<file path="config.mk">
export PLATFORM = sky130hd
export DESIGN_NAME = obj_dma_ctrl
export DESIGN_NICKNAME = d
export VERILOG_FILES = /design/src/rtl/obj_dma_ctrl.sv
export SDC_FILE = /design/constraint.sdc
export NUM_CORES = 1
export LEC_CHECK = 0
export BUFFER_PORTS_ARGS = -buffer_cell sky130_fd_sc_hd__buf_2
export CORE_MARGIN = 8
export CORE_UTILIZATION = 40
export CTS_BUF_LIST = sky130_fd_sc_hd__clkbuf_4
export DETAILED_ROUTE_END_ITERATION = 10
export GPL_ROUTABILITY_DRIVEN = 0
export PLACE_DENSITY = 0.8
export SETUP_SLACK_MARGIN = 0.5
export SYNTH_ARGS = -nofsm -noshare
export SYNTH_HDL_FRONTEND = slang
export SYNTH_SLANG_ARGS = --single-unit
</file>
<file path="constraint.sdc">
create_clock -name DCLK -period 5.17 [get_ports DCLK]
set_clock_uncertainty 0.1 [all_clocks]
set_input_delay 0.7755 -clock DCLK [delete_from_list [all_inputs] [get_ports DCLK]]
set_output_delay 0.7755 -clock DCLK [all_outputs]
set_load 0.02 [all_outputs]
</file>
<file path="src/rtl/obj_dma_ctrl.sv">
// Copies WORDS 16-bit words from object RAM to the object buffer, starting on a VBLK rising edge once a copy has been requested.
// Latency: starts the cycle after the qualifying VBLK edge; 2 cycles per word (READ, WRITE), DONE one cycle after the last write.
// Backpressure: the copy never stalls; the CPU is held off through CPU_WAIT while a copy owns object RAM.
module obj_dma_ctrl #(
    parameter int WORDS  = 512,
    parameter int ADDR_W = 9
) (
    input  logic              DCLK,
    input  logic              RESET,
    input  logic              VBLK,
    input  logic              DMA_REQ_WR,
    input  logic              CPU_RAM_REQ,
    output logic              CPU_WAIT,
    output logic [ADDR_W-1:0] SRC_ADDR,
    output logic              SRC_RD,
    input  logic [15:0]       SRC_DATA,
    output logic [ADDR_W-1:0] DST_ADDR,
    output logic [15:0]       DST_DATA,
    output logic              DST_WE,
    output logic              BUSY,
    output logic              DONE
);

    localparam int unsigned     LAST_I   = WORDS - 1;
    localparam logic [ADDR_W:0] LAST_CNT = LAST_I[ADDR_W:0];
    localparam logic [ADDR_W:0] CNT_ONE  = {{ADDR_W{1'b0}}, 1'b1};

    typedef enum logic [1:0] {
        ST_IDLE,
        ST_READ,
        ST_WRITE
    } state_t;

    state_t          state;
    state_t          state_nxt;
    logic [ADDR_W:0] cnt;
    logic            pending;
    logic            vblk_q;
    logic            vblk_armed;
    logic            done_q;
    logic            vblk_rise;
    logic            start;
    logic            last_wr;

    // An edge only counts once VBLK has been observed low since reset,
    // so a blank already in progress at reset release is not mistaken for a new one.
    assign vblk_rise = VBLK & ~vblk_q & vblk_armed;
    assign start     = (state == ST_IDLE) && vblk_rise && (pending || DMA_REQ_WR);
    assign last_wr   = (state == ST_WRITE) && (cnt == LAST_CNT);

    assign DST_DATA  = SRC_DATA;
    assign CPU_WAIT  = CPU_RAM_REQ & BUSY;
    assign DONE      = done_q;

    // State register.
    always_ff @(posedge DCLK or posedge RESET) begin
        if (RESET) begin
            state <= ST_IDLE;
        end else begin
            state <= state_nxt;
        end
    end

    // Next-state and per-state RAM strobes; addresses are held at zero outside their state.
    always_comb begin
        state_nxt = state;
        SRC_RD    = 1'b0;
        SRC_ADDR  = '0;
        DST_WE    = 1'b0;
        DST_ADDR  = '0;
        BUSY      = 1'b0;
        case (state)
            ST_IDLE: begin
                if (start) begin
                    state_nxt = ST_READ;
                end
            end
            ST_READ: begin
                BUSY      = 1'b1;
                SRC_RD    = 1'b1;
                SRC_ADDR  = cnt[ADDR_W-1:0];
                state_nxt = ST_WRITE;
            end
            ST_WRITE: begin
                BUSY      = 1'b1;
                DST_WE    = 1'b1;
                DST_ADDR  = cnt[ADDR_W-1:0];
                state_nxt = last_wr ? ST_IDLE : ST_READ;
            end
            default: begin
                state_nxt = ST_IDLE;
            end
        endcase
    end

    // Word counter: cleared on start, advanced after each write; only READ/WRITE expose it, where it is < WORDS.
    always_ff @(posedge DCLK or posedge RESET) begin
        if (RESET) begin
            cnt <= '0;
        end else if (start) begin
            cnt <= '0;
        end else if (state == ST_WRITE) begin
            cnt <= cnt + CNT_ONE;
        end
    end

    // Request latch: a start consumes it, which also swallows a strobe coincident with the start.
    always_ff @(posedge DCLK or posedge RESET) begin
        if (RESET) begin
            pending <= 1'b0;
        end else if (start) begin
            pending <= 1'b0;
        end else if (DMA_REQ_WR) begin
            pending <= 1'b1;
        end
    end

    // VBLK history for edge detection, plus the seen-low qualifier.
    always_ff @(posedge DCLK or posedge RESET) begin
        if (RESET) begin
            vblk_q     <= 1'b0;
            vblk_armed <= 1'b0;
        end else begin
            vblk_q <= VBLK;
            if (!VBLK) begin
                vblk_armed <= 1'b1;
            end
        end
    end

    // Completion pulse in the cycle following the final write.
    always_ff @(posedge DCLK or posedge RESET) begin
        if (RESET) begin
            done_q <= 1'b0;
        end else begin
            done_q <= last_wr;
        end
    end

endmodule
</file>
==> key figures <==
Pwr
  – P_sw: 0.178 mW
  – VDD IR max: 0.000346 V
  – Proportion of power drawn by flip-flops and latches: 41.2%
  – Clk network pwr share: 16.0%
  – Fraction of power spent switching nets: 42.5%
  – Internal power contribution: 0.240 mW
  – Leakage power figure: 0.557 nW
  – Portion of total power attributed to combinational logic: 42.8%
  – Power density over the cells: 373 nW/µm²

Die
  – FP Rows: 18
  – Floorplan die width: 67.4 µm
  – Chip height: 67.4 µm
  – I/O pin total: 60
  – Initial Util: 42.3%
  – Std-Cell Core Area: 2500 µm²
  – Die ar.: 4540 µm²

Layout
  – Share of layout cells above drive strength 1: 27.6%
  – Antenna cell count: 0
  – Final cell area excluding filler cells: 1120 µm²
  – Number of nets in the finished design: 155
  – Post-synthesis to final-layout area growth: 6.04%

Route
  – Drt first pass iters: 4
  – Count of unresolved DRC violations after routing: 0
  – Wire per inst: 14.2 µm
  – Remaining antenna violation count: 0
  – Violation count after the first detailed-route iteration: 24
  – Routed via count divided by cell count: 5.17
  – Count of vias placed by the detailed router: 812
  – Sum of routed wire length over all layers: 2.23 mm

Logic synthesis
  – Number of storage elements in the synthesis netlist: 16
  – Synth Net Count: 141
  – Mux cell area share after synthesis: 2.96%
  – Primary flip-flop cell chosen by synthesis mapping: sky130_fd_sc_hd__dfrtp_1
  – Adder and majority cell fraction of the synthesized area: 7.10%
  – Sequential fraction of the synthesis area: 37.9%
  – Share of the synthesized area in compound gates (AO/OA/AOI/OAI): 7.34%
  – XOR/XNOR Fraction of Synth Area: 3.31%
  – Largest family of logic cells by synthesized area: simple AND/OR/NAND/NOR gates
  – Simple logic cell fraction of the synthesized area: 26.9%
  – Yosys cell types: 31
  – Async set-reset flop share out of synthesis: 100%
  – Number of enable flip-flop cells after synthesis: 0
  – Mapped cell area: 1060 µm²
  – Cell count after synthesis: 114
  – Mean cell area of the mapped netlist: 9.27 µm²
  – Yosys Warn Count: 0

CTS
  – Total number of clock tree sinks: 16
  – Cts repair resizes: 0
  – Root Buffer: sky130_fd_sc_hd__clkbuf_4
  – Maximum level of the CTS H-tree: 1
  – Insertion delay to the later sink of the worst-skew pair: 280 ps
  – Maximum number of buffers from clock root to sink: 2
  – Number of buffers inserted during clock tree synthesis: 3
  – CTS tree: done
  – Post-cts hold buffer count: 0
  – CTS clock-pin slew for the worst setup and hold paths: 90 ps
  – Buffers inserted by post-CTS timing repair: 0

Global routing
  – Initial antenna violation count: 0
  – GRT Util Overall: 10.1%
  – Remaining Overflow, GRT: 0
  – Via count of the first global-routing pass: 820
  – Global-route wire length before repair: 3.63 mm
  – Largest net degree at the start of global routing: 18

STA
  – F_max: 387 MHz
  – Fin crit period: 2580 ps
  – Actual slew at the worst max-slew pin: 602 ps
  – Final-report hold violation count: 0
  – Setup TNS: 0 ps
  – Final setup violation count: 0
  – Slew HR: 59.8%
  – Share of the clock period used by the worst path after layout: 50.0%
  – Setup repair after global routing missed its margin: false
  – Fin. max-slew vios: 0

Job
  – Max-cap viol count: 0

Worst hold path
  – Class of the tightest hold or removal check: flop to flop

Placement
  – Number of I/O port buffers: 27
  – Placed cell area: 1090 µm²
  – HPWL after DPL: 1.72 mm

Worst setup path
  – End of the worst register-to-register path: cnt[8]
  – Crit path capture type: output port
  – Endpoint of the worst setup timing path: DST_ADDR[8]
  – Start-to-end type of the worst setup path: flop to output port
  – Startpoint of the worst register-to-register path: state[0]
  – Data arrival at the endpoint of the critical path: 1710 ps
  – Setup crit start: state[0]
  – R2R Setup Slk: 3110 ps
  – Worst reg2reg path depth: 5
  – Critical path peak fanout: 17
  – Worst Path Required: 4290 ps
  – Worst Setup Start Kind: flop

Outcome
  – Status: completed
-- flip-flops by register name, indices dropped and copies added, names as in the netlist --
register and cells:
cnt 10, pending 1, DONE 1, vblk_q 1
state 2, vblk_armed 1
-- final cells by class --
| cell class | count | area (µm²) |
|---|---|---|
| Fill cell | 247 | 1380 |
| Multi-Input combinational cell | 75 | 503 |
| Sequential cell | 16 | 400 |
| Timing Repair Buffer | 27 | 135 |
| Tap cell | 30 | 37.5 |
| Clock buffer | 3 | 22.5 |
| Inverter | 5 | 18.8 |
| Clock inverter | 1 | 3.75 |
-- cells by family after synthesis --
kind of cell / Yosys count
AND/OR/NAND/NOR: 49
buffers and inverters: 23
flip-flops: 16
AO/OA/AOI/OAI: 13
adder cells (fa/ha/maj): 6
XOR/XNOR: 4
multiplexers: 3
-- layout by cell type (no fill, tap or decap), drive strengths merged, types with 3 or more instances in the layout --
cell / synthesis / routed
nand3: 3 / 3
o21ai: 4 / 4
ha: 6 / 6
a21oi: 4 / 4
dfrtp: 16 / 16
and2: 19 / 19
nor2: 8 / 8
nand4: 3 / 3
nor4: 3 / 3
nand2: 4 / 4
clkbuf: 1 / 3
buf: 17 / 27
inv: 5 / 5
-- worst min path at each step --
| stage | start | to | slack [ps] | depth (start not counted) |
|---|---|---|---|---|
| 3_5_place_dp | vblk_armed | vblk_armed | 360 | 1 |
| 5_1_grt | vblk_armed | vblk_armed | 400 | 1 |
| 3_3_place_gp | vblk_armed | vblk_armed | 350 | 1 |
| 4_1_cts | vblk_armed | vblk_armed | 390 | 1 |
| 6_report | vblk_armed | vblk_armed | 380 | 1 |
| 2_1_floorplan | vblk_armed | vblk_armed | 330 | 1 |
-- critical path, cell delays in order (launching register included) --
cell,delay (ps)
sky130_fd_sc_hd__dfrtp_1,440
sky130_fd_sc_hd__inv_1,120
sky130_fd_sc_hd__ha_1,490
sky130_fd_sc_hd__and2_1,220
sky130_fd_sc_hd__buf_2,170
-- power by group through the flow --
stage | registers [mW] | clock network [mW] | logic, mW
floorplan | 0.168 | 0 | 0.156
global placement | 0.172 | 0 | 0.169
detailed placement | 0.174 | 0 | 0.179
CTS | 0.172 | 0.0697 | 0.181
global route | 0.177 | 0.0739 | 0.199
finish | 0.172 | 0.0671 | 0.179
-- synth_stat cells, types with 2 or more instances --
| master | count | area (µm²) |
|---|---|---|
| sky130_fd_sc_hd__o21ai_0 | 4 | 20.0 |
| sky130_fd_sc_hd__inv_1 | 5 | 18.8 |
| sky130_fd_sc_hd__nand4_1 | 3 | 18.8 |
| sky130_fd_sc_hd__or4_1 | 2 | 15.0 |
| sky130_fd_sc_hd__nand2_1 | 3 | 11.3 |
| sky130_fd_sc_hd__and2_2 | 2 | 15.0 |
| sky130_fd_sc_hd__dfrtp_1 | 16 | 400 |
| sky130_fd_sc_hd__o31ai_1 | 2 | 15.0 |
| sky130_fd_sc_hd__nor4_1 | 3 | 18.8 |
| sky130_fd_sc_hd__nand3_1 | 3 | 15.0 |
| sky130_fd_sc_hd__xor2_1 | 2 | 17.5 |
| sky130_fd_sc_hd__and2_1 | 17 | 106 |
| sky130_fd_sc_hd__xnor2_1 | 2 | 17.5 |
| sky130_fd_sc_hd__or3_1 | 2 | 12.5 |
| sky130_fd_sc_hd__a21oi_1 | 4 | 20.0 |
| sky130_fd_sc_hd__nor2b_1 | 2 | 12.5 |
| sky130_fd_sc_hd__buf_4 | 16 | 120 |
| sky130_fd_sc_hd__ha_1 | 6 | 75.1 |
| sky130_fd_sc_hd__nor2_1 | 7 | 26.3 |
| sky130_fd_sc_hd__mux2i_1 | 2 | 20.0 |
-- through the flow --
stage	setup slack [ps]	cells	hold slack (ps)	total power, mW	utilization (%)
finish	2590	157	379	0.418	44.8
global route	2430	157	405	0.450	44.8
CTS	2590	157	388	0.422	44.8
detailed placement	2910	153	363	0.353	43.8
global placement	2990	153	350	0.341	43.8
floorplan	2910	114	335	0.324	-
-- per-layer routing --
layer / vias to the layer above / wire (µm) / GRT usage [%]
li1: 396 / - / -
met1: 370 / 902 / 11.2
met2: 32 / 1020 / 16.1
met3: 14 / 239 / 3.48
met4: 0 / 62 / 6.53
met5: - / 0 / 0
Power figures use the tool's default switching activity.
